$ cat src/rtl/scanner_ctrl_p.sv
// Scanner power/buffer controller: sequences scan, idle, flush and standby modes
// from host strobes on a prescaled timebase and tracks buffer occupancy.
//
// state     | meaning
// LOW_POWER | quiescent, buffer contents retained
// ACTIVE    | scanning, one buffer unit added per tick
// STANDBY   | waiting for host, times out to LOW_POWER
// IDLE      | scan finished, waiting for transfer or append
// FLUSH     | draining buffer, one unit per tick
module scanner_ctrl_p #(
  parameter int PRESCALE      = 4,
  parameter int BUF_DEPTH     = 8,
  parameter int SCAN_TICKS    = 3,
  parameter int IDLE_TICKS    = 5,
  parameter int STANDBY_TICKS = 6,
  localparam int FW = $clog2(BUF_DEPTH + 1)
) (
  input  logic          clk,
  input  logic          rst,
  input  logic          scan,
  input  logic          transfer,
  input  logic          go_standby,
  input  logic          abort,
  output logic [2:0]    state,
  output logic [FW-1:0] fill,
  output logic          buf_full,
  output logic          scan_done,
  output logic          flush_done,
  output logic          busy
);

  localparam int PW   = (PRESCALE > 1) ? $clog2(PRESCALE) : 1;
  localparam int TMAX = (SCAN_TICKS > IDLE_TICKS)
                        ? ((SCAN_TICKS > STANDBY_TICKS) ? SCAN_TICKS : STANDBY_TICKS)
                        : ((IDLE_TICKS > STANDBY_TICKS) ? IDLE_TICKS : STANDBY_TICKS);
  localparam int TW   = $clog2(TMAX + 1);

  typedef enum logic [2:0] {
    S_LOW_POWER = 3'b000,
    S_ACTIVE    = 3'b001,
    S_STANDBY   = 3'b010,
    S_IDLE      = 3'b011,
    S_FLUSH     = 3'b100
  } state_t;

  state_t        state_q, state_n;
  logic [FW-1:0] fill_q, fill_n;
  logic [PW-1:0] presc_q;
  logic [TW-1:0] timer_q, timer_n;
  logic          sd_q, sd_n, fd_q, fd_n;
  logic          tick, full;

  assign tick = (presc_q == PW'(PRESCALE - 1));
  assign full = (fill_q == FW'(BUF_DEPTH));

  always_ff @(posedge clk or negedge rst) begin
    if (!rst) begin
      state_q <= S_LOW_POWER;
      fill_q  <= '0;
      presc_q <= '0;
      timer_q <= '0;
      sd_q    <= 1'b0;
      fd_q    <= 1'b0;
    end else begin
      state_q <= state_n;
      fill_q  <= fill_n;
      presc_q <= tick ? '0 : presc_q + 1'b1;
      timer_q <= timer_n;
      sd_q    <= sd_n;
      fd_q    <= fd_n;
    end
  end

  always_comb begin
    state_n = state_q;
    fill_n  = fill_q;
    sd_n    = 1'b0;
    fd_n    = 1'b0;
    if (abort) begin
      state_n = S_LOW_POWER;
      fill_n  = '0;
    end else begin
      case (state_q)
        S_LOW_POWER: begin
          if (transfer && fill_q != '0) state_n = S_FLUSH;
          else if (scan && !full)       state_n = S_ACTIVE;
          else if (go_standby)          state_n = S_STANDBY;
        end
        S_ACTIVE: begin
          if (tick) begin
            if (!full) fill_n = fill_q + 1'b1;
            if (timer_q == TW'(SCAN_TICKS - 1)) begin
              state_n = S_IDLE;
              sd_n    = 1'b1;
            end
          end
        end
        S_IDLE: begin
          if (transfer)                                   state_n = S_FLUSH;
          else if (scan && !full)                         state_n = S_ACTIVE;
          else if (go_standby)                            state_n = S_STANDBY;
          else if (tick && timer_q == TW'(IDLE_TICKS - 1)) state_n = S_LOW_POWER;
        end
        S_FLUSH: begin
          if (tick) begin
            if (fill_q != '0) fill_n = fill_q - 1'b1;
            // last unit drained (or nothing to drain) ends the flush on this tick
            if (fill_q <= FW'(1)) begin
              state_n = S_LOW_POWER;
              fd_n    = 1'b1;
            end
          end
        end
        S_STANDBY: begin
          if (transfer && fill_q != '0)                      state_n = S_FLUSH;
          else if (scan && !full)                            state_n = S_ACTIVE;
          else if (tick && timer_q == TW'(STANDBY_TICKS - 1)) state_n = S_LOW_POWER;
        end
        default: state_n = S_LOW_POWER;
      endcase
    end
  end

  // timer restarts on any mode change; saturates so LOW_POWER/FLUSH never wrap it
  always_comb begin
    timer_n = timer_q;
    if (state_n != state_q)
      timer_n = '0;
    else if (tick && timer_q != TW'(TMAX))
      timer_n = timer_q + 1'b1;
  end

  assign state      = state_q;
  assign fill       = fill_q;
  assign buf_full   = full;
  assign scan_done  = sd_q;
  assign flush_done = fd_q;
  assign busy       = (state_q == S_ACTIVE) || (state_q == S_FLUSH);

endmodule

$ cat config.mk
export PLATFORM = sky130hd
export DESIGN_NAME = scanner_ctrl_p
export DESIGN_NICKNAME = d
export VERILOG_FILES = /design/src/rtl/scanner_ctrl_p.sv
export SDC_FILE = /design/constraint.sdc
export NUM_CORES = 1
export LEC_CHECK = 0
export BUFFER_PORTS_ARGS = -buffer_cell sky130_fd_sc_hd__buf_2
export CORE_UTILIZATION = 58
export CTS_CLUSTER_SIZE = 16
export DETAILED_ROUTE_END_ITERATION = 6
export GPL_TIMING_DRIVEN = 0
export HOLD_SLACK_MARGIN = 0.1
export PLACE_DENSITY = 0.87
export RECOVER_POWER = 50
export REMOVE_ABC_BUFFERS = 1
export SKIP_CTS_REPAIR_TIMING = 1
export SYNTH_ARGS = -nofsm -noshare
export SYNTH_HDL_FRONTEND = slang
export SYNTH_SLANG_ARGS = --single-unit
$ cat constraint.sdc
create_clock -name clk -period 4.79 [get_ports clk]
set_clock_uncertainty 0.05 [all_clocks]
set_input_delay 0 -clock clk [delete_from_list [all_inputs] [get_ports clk]]
set_output_delay 0 -clock clk [all_outputs]
set_load 0.1 [all_outputs]
# Word-level counts from Yosys, hierarchy flattened
# Index checks and enable logic that the tools add are counted.
classes:
  n_addsub: 4
  magnitude_cmp: 1
  eq_ne: 15
  n_reduce_logical: 12
  n_mux: 33
ops:
  columns: ["cell", "n"]
  rows:
  - ["$mux W3", 17]
  - ["$mux W4", 5]
  - ["$ne A3 B3 Y1 const B", 5]
  - ["$pmux W3 S5", 1]
  - ["$eq A3 B2 Y1 const B", 3]
  - ["$eq A3 B3 Y1 const B", 3]
  - ["$mux W1", 8]
  - ["$pmux W4 S2", 1]
  - ["$logic_and A1 B1 Y1", 5]
  - ["$reduce_and A5 Y1", 1]
  - ["$add A4 B1 Y4 const B", 1]
  - ["$eq A4 B4 Y1 const B", 1]
  - ["$le A4 B1 Y1 const B", 1]
  - ["$reduce_bool A4 Y1", 1]
  - ["$sub A4 B1 Y4 const B", 1]
  - ["$add A3 B1 Y3 const B", 1]
  - ["$eq A3 B1 Y1 const B", 1]
  - ["$logic_not A3 Y1", 1]
  - ["$ne A3 B3 Y1", 1]
  - ["$reduce_bool A3 Y1", 1]
  - ["$add A2 B1 Y2 const B", 1]
  - ["$eq A2 B2 Y1 const B", 1]
  - ["$mux W2", 1]
  - ["$reduce_bool A2 Y1", 1]
  - ["2 further kinds", 2]
word_totals:
  register_bits: 14
  output_inout_bits: 11

# Logic depth before layout (Yosys ltp)
# Gate-level depths: netlist of run 1.
logic_depth:
  ltp_word: 10
  ltp_mapped: 8

# Worst setup path before layout of run 1
# Ideal clock, no wire load.
synth_path:
  path_type: "register to register"
  startpoint: "register state_q[2], in the netlist state[2]"
  endpoint: "register fill_q[3], in the netlist fill[3]"
  slack_ns: 1.131
  path_stages_with_launch: 8
  setup_ns: 0.132
  arrival_ns: 3.477
  cell_sequence: "dfrtp_1 buf_2 xnor2_1 nor2_1 nand3_1 a21oi_1 xnor2_1 nor2_1"
synth_between:
  elab_chain_cells: 3
  elab_cells_between_ends: 10
  cone_classes: "eq/ne (6); mux (2); reduce/logical (2)"
synth_lines:
  columns: ["item", "line_no", "text"]
  rows:
  - ["start: declaration", "46", "state_t state_q, state_n;"]
  - ["start signal: assignment", "65", "state_q <= state_n;"]
  - ["$eq A3 B3 Y1 or $eq A3 B1 Y1 (tied branches)", "83", "case (state_q)"]
  - ["$ne A3 B3 Y1 (no line), or another cell as far along", null, null]
  - ["$reduce_and A5 Y1 (no line) or $mux W4 (tied branches)", null, null]
  - ["end signal: assignment", "66", "fill_q <= fill_n;"]
  - ["end: declaration", "47", "logic [FW-1:0] fill_q, fill_n;"]
# Several ways; a longest one is shown, not always the timed one.
# A chain may end at the register's enable or synchronous reset.

# Final worst setup path of run 1
layout_path:
  startpoint: "register fill_q[0], in the netlist fill[0]"
  endpoint: "register timer_q[1]"
layout_between:
  elab_chain_cells: 9
  elab_cells_between_ends: 19
  cone_classes: "order compare (1); eq/ne (2); mux (11); reduce/logical (5)"
layout_lines:
  columns: ["item", "line_no", "text"]
  rows:
  - ["parallel branches: the longest is 5 deep, another holds $le A4 B1 Y1", null, null]
  - ["$pmux W3 S5 *", "83", null]
  - ["$mux W3 *", "79", "if (abort) begin"]
  - ["$ne A3 B3 Y1 *", "127", "if (state_n != state_q)"]
  - ["$mux W3 or $reduce_bool A2 Y1 (tied branches)", null, null]
  - ["end signal: assignment", "68", "timer_q <= timer_n;"]
  - ["end: declaration", "49", "logic [TW-1:0] timer_q, timer_n;"]
# Every way passes the cells marked *.

==> results of run 1 <==
==> tightest hold or removal path: cells and delay by family <==
family                 cells  cell delay [ns]
AO/OA/AOI/OAI              2             0.18
buffers and inverters      1             0.08
AND/OR/NAND/NOR            1             0.17
==> cell families (layout without fill, tap and decap cells) <==
family                   Yosys count  after routing  share of synthesized area (%)
XOR/XNOR                           9              9                           8.18
adder cells (fa/ha/maj)            8              8                           10.4
multiplexers                       1              1                           1.04
AO/OA/AOI/OAI                     21             21                           15.6
AND/OR/NAND/NOR                   44             44                           23.2
buffers and inverters             10             30                           5.19
flip-flops                        14             14                           36.4
==> cell type report <==
class / instances / area (um2)
Clock buffer: 4 / 36.3
Fill cell: 123 / 414
Multi-Input combinational cell: 83 / 563
Timing Repair Buffer: 20 / 115
Tap cell: 16 / 20.0
Inverter: 6 / 25.0
Sequential cell: 14 / 350
==> registers in the layout, summed over array words and instances (netlist names) <==
name,flops
fill,4
scan_done,1
state,3
timer_q,3
flush_done,1
presc_q,2
==> cells in the final DEF, fill, tap and decap left out, types with 2 or more instances in the layout <==
cell type      synthesis  routed
nor2_1                18      18
dfrtp_1               14      14
buf_2                  1      12
ha_1                   8       8
xnor2_1                7       7
nor3_1                 6       6
inv_1                  5       5
nand2_1                5       5
a21oi_1                4       4
a31oi_1                4       4
dlygate4sd3_1          0       4
clkbuf_1               1       4
nand3b_1               3       3
clkbuf_4               0       3
nand3_1                2       2
o21ai_0                2       2
o211ai_1               2       2
xor2_1                 2       2
==> cell usage after synthesis (2+ instances only) <==
| library cell | n | area (um2) |
|---|---|---|
| inv_1 | 5 | 18.8 |
| nand2_1 | 5 | 18.8 |
| a21oi_1 | 4 | 20.0 |
| nand3b_1 | 3 | 22.5 |
| dfrtp_1 | 14 | 350 |
| nor2_1 | 18 | 67.6 |
| nand3_1 | 2 | 10.0 |
| o211ai_1 | 2 | 15.0 |
| ha_1 | 8 | 100 |
| a31oi_1 | 4 | 25.0 |
| xnor2_1 | 7 | 61.3 |
| o21ai_0 | 2 | 10.0 |
| xor2_1 | 2 | 17.5 |
| nor3_1 | 6 | 30.0 |
==> per-layer routing <==
metal,up-vias,track usage [%],wire [um]
met5,-,0,0
met4,0,12.5,34
met3,4,4.26,61
met2,19,39.7,998
met1,412,30.7,918
li1,418,-,-
==> through the flow <==
stage	hold slack [ns]	total power (uW)	utilization [%]	instance area, um2
after floorplan	-0.346	361	-	938
after global placement	-0.140	400	68.1	1040
after detailed placement	-0.133	405	68.1	1040
after CTS	-0.448	493	70.5	1070
after global routing	0.199	520	72.8	1110
final	0.139	494	72.8	1110
==> how the worst max path moves through the flow <==
stage / start / to / slack (ns) / depth (start not counted)
after CTS: fill[0] / timer_q[1] / 2.26 / 8
after detailed placement: fill[0] / timer_q[1] / 2.30 / 8
after floorplan: state[2] / fill[3] / 1.22 / 6
after global routing: fill[0] / timer_q[1] / 2.07 / 8
final: fill[0] / timer_q[1] / 2.26 / 8
after global placement: fill[0] / timer_q[0] / 2.36 / 8
==> power groups by stage <==
| stage | clock [uW] | sequential, uW | combinational, uW |
|---|---|---|---|
| after floorplan | 0 | 217 | 144 |
| after global placement | 0 | 159 | 241 |
| after detailed placement | 0 | 160 | 245 |
| after CTS | 89.6 | 158 | 246 |
| after global routing | 93.4 | 162 | 265 |
| final | 87.5 | 159 | 247 |
==> results.py, run 1 <==
metrics = {
    "run_status": {
        "status": "finished, final reports clean",
    },
    "setup_path": {
        "path_class": "reg -> reg",
        "rrSetupSlack_ns": 2.26,
        "start_kind": "register",
        "critPathRequiredTime_ns": 4.89,
        "crit_path_top_delay_cell": "dfrtp_1",
        "arrival_ns": 2.62,
        "crit_path_frequent_cell": "nor3_1",
        "endpoint_kind": "register",
        "rr_endpoint": "timer_q[1]",
        "crit_family": "simple AND/OR/NAND/NOR gates",
        "crit_buf_inv": 1,
        "critical_path.max_fanout": 6,
        "r2r_start": "fill[0]",
        "path_cells": "inv_1 -> ha_1 -> or3b_1 -> nor3_1 -> o21bai_1 -> o211a_1 -> o31ai_1 -> nor3_1",
        "ff2ff_path_depth": 8,
        "max_stage_delay_ns": 0.45,
    },
    "power_and_ir_drop": {
        "p_leak_uw": 0.000521,
        "seq_power_share_pct": 32.2,
        "p_int_uw": 242,
        "clkPwrFrac_pct": 17.7,
        "sw_frac_of_total_pct": 50.9,
        "power_density_nw_per_um2": 445,
        "pwr-share-comb_pct": 50.1,
        "p_sw_uw": 251,
        "vdd_ir_drop_max_mv": 0.294,
    },
    "clocking": {
        "clk_latency_ns": 0.28,
        "h-tree-depth": 1,
        "cts_tree": "done",
        "numCtsBuffers": 3,
        "clkTransAtPathRegs_ns": 0.09,
        "clockRootBuffer": "clkbuf_4",
        "cts_buffer_depth": 2,
        "clock_sinks": 14,
    },
    "route": {
        "wl_per_cell_um": 14.1,
        "routed_wl_um": 2010,
        "drtAntennaViolNets": 0,
        "drcViolationCount": 0,
        "vias": 853,
        "firstDrtPassIters": 4,
        "viasPerCell": 5.97,
        "drt_iter0_drc": 18,
    },
    "synth": {
        "async_reset_ff_share_pct": 100,
        "synth.distinct_cells": 39,
        "yosys_warnings": 0,
        "ys_seq_area_share_pct": 36.4,
        "syn_avg_cell_area_um2": 9.00,
        "synth-seq-cells": 14,
        "netlist_area_um2": 963,
        "synth_edf_count": 0,
        "syn_inst": 107,
        "synth_ff_type": "dfrtp_1",
    },
    "global_routing": {
        "grt_pass1_wl_um": 3250,
        "grt_antenna_before_repair": 0,
        "grt_pass1_vias": 763,
        "grt_use_total_pct": 24.4,
        "grt_max_degree": 15,
        "grt-ovfl-total": 0,
    },
    "final_layout": {
        "area_growth_syn_to_layout_pct": 15.2,
        "fin_nets": 142,
        "fin_cells": 143,
        "diodes": 0,
        "drive_gt1_share_pct": 15.7,
    },
    "placed_design": {
        "hpwl_um": 1360,
        "numPortBuffers": 16,
        "pre_cts_ws_ns": 2.30,
        "numPlacedInstances": 135,
        "gp_congestion": 0.881,
    },
    "die": {
        "start_util_pct": 63.2,
        "num_io_pins": 17,
        "fp.dieW_um": 42.8,
        "rows": 14,
        "coreArea_um2": 1520,
        "die_h_um": 42.8,
        "dieArea_um2": 1830,
    },
    "worst_hold_path": {
        "hold_path_end": "state[0]",
        "holdCritStartpoint": "scan",
        "hold_path_class": "in -> reg",
        "hold_depth": 4,
    },
    "timing": {
        "slew_headroom_pct": 22.4,
        "finalWorstSetupSlack_ns": 2.26,
        "period_minus_slack_ns": 2.53,
        "slew_violations": 0,
        "fmax_ghz": 0.396,
        "rsz0062_at_grt": "no",
        "tns_ns": 0,
        "finalSetupViolCount": 0,
        "tightest_slew_ns": 1.17,
        "hold_violations": 0,
        "min_period_over_period_pct": 52.7,
    },
    "job": {
        "drv_cap": 0,
    },
}
Power figures use the tool's default switching activity.
==> inputs of run 2 (changes only) <==
--- a/config.mk
+++ b/config.mk
@@ -6,12 +6,12 @@
 export NUM_CORES = 1
 export LEC_CHECK = 0
 export BUFFER_PORTS_ARGS = -buffer_cell sky130_fd_sc_hd__buf_2
-export CORE_UTILIZATION = 58
+export CORE_UTILIZATION = 49
 export CTS_CLUSTER_SIZE = 16
 export DETAILED_ROUTE_END_ITERATION = 6
 export GPL_TIMING_DRIVEN = 0
 export HOLD_SLACK_MARGIN = 0.1
-export PLACE_DENSITY = 0.87
+export PLACE_DENSITY = 0.79
 export RECOVER_POWER = 50
 export REMOVE_ABC_BUFFERS = 1
 export SKIP_CTS_REPAIR_TIMING = 1
==> constraint.sdc (replaced) <==
create_clock -name clk -period 2.2 [get_ports clk]
set_clock_uncertainty 0.05 [all_clocks]
set_input_delay 0 -clock clk [delete_from_list [all_inputs] [get_ports clk]]
set_output_delay 0 -clock clk [all_outputs]
set_load 0.1 [all_outputs]
==> results.py, run 2 (synthesis gave the netlist of run 1 again) <==
metrics = {
    "setup_path": {
        "path_class": "reg -> reg",
        "arrival_ns": 2.37,
        "start_kind": "register",
        "critical_path.max_fanout": 5,
        "endpoint_kind": "register",
        "critPathRequiredTime_ns": 2.32,
        "r2r_start": "fill[0]",
        "startpoint": "fill[0]",
    },
    "clocking": {
        "cts_buffer_depth": 2,
        "cts_tree": "done",
        "h-tree-depth": 1,
        "clk_latency_ns": 0.28,
        "clkTransAtPathRegs_ns": 0.09,
        "clock_sinks": 14,
        "numCtsBuffers": 3,
        "clockRootBuffer": "clkbuf_4",
    },
    "route": {
        "viasPerCell": 5.56,
        "routed_wl_um": 2280,
        "vias": 868,
        "drt_iter0_drc": 17,
        "drcViolationCount": 0,
        "drtAntennaViolNets": 0,
        "wl_per_cell_um": 14.6,
        "firstDrtPassIters": 4,
    },
    "placed_design": {
        "gp_congestion": 0.860,
        "numPlacedInstances": 144,
        "numPortBuffers": 16,
        "hpwl_um": 1520,
    },
    "timing": {
        "period_minus_slack_ns": 2.25,
        "rsz0062_at_grt": "yes",
        "slew_violations": 0,
        "slew_headroom_pct": 22.8,
        "tightest_slew_ns": 1.16,
        "hold_violations": 0,
        "fmax_ghz": 0.444,
        "min_period_over_period_pct": 102,
        "finalWorstSetupSlack_ns": -0.0525,
        "finalSetupViolCount": 3,
    },
    "worst_hold_path": {
        "holdCritStartpoint": "transfer",
        "hold_path_class": "in -> reg",
    },
    "power_and_ir_drop": {
        "power_density_nw_per_um2": 958,
        "vdd_ir_drop_max_mv": 0.617,
        "p_leak_uw": 0.000552,
        "fin_total_pwr_uw": 1180,
    },
    "die": {
        "dieArea_um2": 2150,
        "fp.dieW_um": 46.3,
        "num_io_pins": 17,
        "die_h_um": 46.3,
        "start_util_pct": 54.0,
        "rows": 15,
        "coreArea_um2": 1780,
    },
    "global_routing": {
        "grt_use_total_pct": 21.1,
        "grt_antenna_before_repair": 0,
        "grt_max_degree": 15,
        "grt_pass1_vias": 714,
        "grt_pass1_wl_um": 3110,
        "grt-ovfl-total": 0,
    },
    "final_layout": {
        "fin_cells": 156,
        "largest_register_ffs": 4,
        "area_growth_syn_to_layout_pct": 27.8,
        "mostFrequentLayoutCell": "nor2_1",
        "diodes": 0,
        "fin_nets": 146,
        "drive_gt1_share_pct": 30.5,
        "layout_common_cells": "nor2_1 (18), dfrtp_1 (13), buf_2 (13)",
    },
    "run_status": {
        "status": "finished, violations left",
        "violations": "setup timing",
    },
    "job": {
        "drv_cap": 0,
    },
}
==> run 2: cell count changes in the layout (fill, tap and decap cells not counted), sizes merged <==
cell	change
clkbuf	-1
buf	+6
dlygate4sd3	-1
==> run 2: final cells by class <==
type / count / area [um2]
fill: 153 / 552
clock buffer: 4 / 36.3
inverter: 6 / 25.0
timing repair buffer: 24 / 144
multi-input combinational: 83 / 643
sequential: 14 / 352
tap: 25 / 31.3
==> run 2: worst paths after layout <==
check	to	slack [ns]	cells past startpoint
max	timer_q[2]	-0.05	8
min	state[1]	0.14	4
max reg2reg	timer_q[2]	-0.05	8
min reg2reg	presc_q[0]	0.44	1
max in group asynchronous	timer_q[0]	1.27	2
min in group asynchronous	state[0]	0.28	2
==> run 2: power by group <==
part | internal [uW] | total (uW) | switching (uW)
Sequential | 282 | 349 | 67.1
Clock | 101 | 191 | 90.4
Combinational | 199 | 640 | 441
Total | 582 | 1180 | 598
==> run 2: per-stage QoR <==
step	setup slack [ns]	hold slack (ns)	setup TNS [ns]	utilization, %	cell area, um2
final	-0.0525	0.137	-0.130	69.1	1230
after global routing	-0.132	0.123	-0.380	69.1	1230
after CTS	-0.349	-0.444	-1.00	60.9	1090
after detailed placement	-0.330	-0.129	-0.949	58.9	1050
after global placement	-0.242	-0.137	-0.712	58.9	1050
after floorplan	-1.37	-0.346	-7.04	-	938
==> run 2: layer usage <==
metal / wire length (um) / track usage, %
met4: 12 / 3.53
met3: 95 / 7.06
met1: 1010 / 25.9
met2: 1160 / 36.1
met5: 0 / 0
==> run 2: critical path: stages, from the launching register on <==
cell and delay (ns):
dfrtp_1 0.43, inv_2 0.11, ha_4 0.16, or3b_4 0.41, nor3_2 0.16, o21bai_1 0.14, o211a_1 0.26, o31ai_4 0.31
nor3_1 0.10
==> inputs of run 3 (changes only) <==
--- a/config.mk
+++ b/config.mk
@@ -7,6 +7,7 @@
 export LEC_CHECK = 0
 export BUFFER_PORTS_ARGS = -buffer_cell sky130_fd_sc_hd__buf_2
 export CORE_UTILIZATION = 49
+export CTS_BUF_LIST = sky130_fd_sc_hd__clkbuf_8 sky130_fd_sc_hd__clkbuf_16
 export CTS_CLUSTER_SIZE = 16
 export DETAILED_ROUTE_END_ITERATION = 6
 export GPL_TIMING_DRIVEN = 0
==> results.py, run 3 (synthesis gave the netlist of run 1 again) <==
metrics = {
    "placed_design": {
        "numPlacedInstances": 144,
        "placed_area_um2": 1050,
        "numPortBuffers": 16,
        "gp_congestion": 0.860,
        "hpwl_um": 1520,
        "pre_cts_ws_ns": -0.330,
    },
    "global_routing": {
        "grt_pass1_wl_um": 3110,
        "grt_antenna_before_repair": 0,
        "busiest_layer": "met2",
        "grt_pass1_vias": 711,
        "grtUsageMet2_pct": 36.1,
        "grt_max_degree": 15,
        "grt_use_met1_pct": 26.1,
        "grt_use_total_pct": 21.2,
        "met3_usage_pct": 7.06,
        "grt-ovfl-total": 0,
    },
    "route": {
        "wl_per_cell_um": 14.6,
        "firstDrtPassIters": 6,
        "vias": 842,
        "viasPerCell": 5.47,
        "drt_iter0_drc": 9,
        "drcViolationCount": 0,
        "drtAntennaViolNets": 0,
        "routed_wl_um": 2250,
    },
    "setup_path": {
        "endpoint_kind": "register",
        "r2r_start": "state[0]",
        "crit_buf_inv": 1,
        "crit_path_top_delay_cell": "dfrtp_1",
        "ff2ff_path_depth": 6,
        "rrSetupSlack_ns": -0.03,
        "arrival_ns": 2.30,
        "path_cells": "inv_4 -> or4_4 -> a221o_1 -> a41oi_2 -> xor2_2 -> nor3_1",
        "max_stage_delay_ns": 0.58,
        "start_kind": "register",
        "critPathRequiredTime_ns": 2.27,
        "path_class": "reg -> reg",
        "critical_path.max_fanout": 11,
        "crit_family": "simple AND/OR/NAND/NOR gates",
        "rr_endpoint": "timer_q[2]",
    },
    "power_and_ir_drop": {
        "power_density_nw_per_um2": 1010,
        "p_int_uw": 644,
        "p_leak_uw": 0.000549,
        "sw_frac_of_total_pct": 48.6,
        "p_sw_uw": 608,
        "seq_power_share_pct": 28.2,
        "vdd_ir_drop_max_mv": 0.703,
        "pwr-share-comb_pct": 51.4,
        "clkPwrFrac_pct": 20.4,
    },
    "worst_hold_path": {
        "hold_path_end": "state[1]",
        "hold_depth": 3,
        "hold_path_class": "in -> reg",
        "holdCritStartpoint": "go_standby",
    },
    "timing": {
        "finalSetupViolCount": 3,
        "tightest_slew_ns": 1.16,
        "finalWorstSetupSlack_ns": -0.0293,
        "slew_headroom_pct": 22.8,
        "hold-worst-slack_ns": 0.118,
        "period_minus_slack_ns": 2.23,
        "fmax_ghz": 0.449,
        "hold_violations": 0,
        "slew_violations": 0,
        "rsz0062_at_grt": "yes",
        "min_period_over_period_pct": 101,
    },
    "die": {
        "coreArea_um2": 1780,
        "start_util_pct": 54.0,
        "rows": 15,
        "die_h_um": 46.3,
        "dieArea_um2": 2150,
        "fp.dieW_um": 46.3,
        "num_io_pins": 17,
    },
    "clocking": {
        "clk_latency_ns": 0.25,
        "h-tree-depth": 1,
        "numCtsBuffers": 3,
        "cts_tree": "done",
        "clock_sinks": 14,
        "clockRootBuffer": "clkbuf_8",
        "clkTransAtPathRegs_ns": 0.06,
        "cts_buffer_depth": 2,
    },
    "final_layout": {
        "layout_common_cells": "nor2_1 (18), buf_2 (13), dfrtp_1 (11)",
        "drive_gt1_share_pct": 31.8,
        "fin_cells": 154,
        "diodes": 0,
        "largest_register_ffs": 4,
        "nFillCells": 147,
        "fin_area_um2": 1240,
        "area_growth_syn_to_layout_pct": 28.8,
        "fin_util_pct": 69.6,
        "mostFrequentLayoutCell": "nor2_1",
        "fin_nets": 144,
    },
    "job": {
        "drv_cap": 0,
    },
    "run_status": {
        "status": "finished, violations left",
        "violations": "setup timing",
    },
}
## run 3: changes by cell type in the layout (fill, tap and decap cells not counted)
| cell | previous run | this run |
|---|---|---|
| dfrtp_1 | 13 | 11 |
| clkbuf_8 | 1 | 4 |
| nor3_4 | 0 | 1 |
| nor3_2 | 3 | 2 |
| clkbuf_4 | 3 | 0 |
| dfrtp_2 | 1 | 3 |
| buf_4 | 5 | 4 |
| dlygate4sd3_1 | 3 | 2 |
## run 3: per-stage QoR
step / total power [uW] / TNS, ns
2_1_floorplan: 786 / -7.04
3_3_place_gp: 873 / -0.712
3_5_place_dp: 887 / -0.949
4_1_cts: 1140 / -0.990
5_1_grt: 1320 / -0.362
6_report: 1250 / -0.0734
## run 3: how the worst max path moves through the flow
stage,startpoint,end,slack [ns],cells after the start
floorplan,state[2],fill[3],-1.37,6
global placement,fill[0],timer_q[0],-0.24,8
detailed placement,fill[0],timer_q[1],-0.33,8
CTS,fill[0],timer_q[1],-0.34,8
global route,timer_q[0],timer_q[2],-0.12,8
finish,state[0],timer_q[2],-0.03,6
## run 3: worst register-to-register path, stage by stage, from the launching register on
cell and delay [ns]:
dfrtp_1 0.58, inv_4 0.07, or4_4 0.51, a221o_1 0.34
a41oi_2 0.24, xor2_2 0.24, nor3_1 0.08
## run 3: power by group through the flow
stage               sequential, uW  clock, uW  combinational (uW)
floorplan                      472          0                 314
global placement               346          0                 527
detailed placement             350          0                 537
CTS                            345        260                 540
global route                   356        276                 690
finish                         353        256                 644
## run 3: metal layers
| metal | wire length [um] | part of all wire, % |
|---|---|---|
| met1 | 1020 | 45 |
| met2 | 1140 | 51 |
| met3 | 79 | 3.5 |
| met4 | 10 | 0.45 |
| met5 | 0 | 0 |
## run 3: final cells by class
class / instances / area (um2) / share of cell area (%)
Multi-Input combinational cell: 83 / 649 / 52.3
Sequential cell: 14 / 354 / 28.5
Timing Repair Buffer: 22 / 126 / 10.2
Clock buffer: 4 / 55.1 / 4.44
Tap cell: 25 / 31.3 / 2.52
Inverter: 6 / 25.0 / 2.02
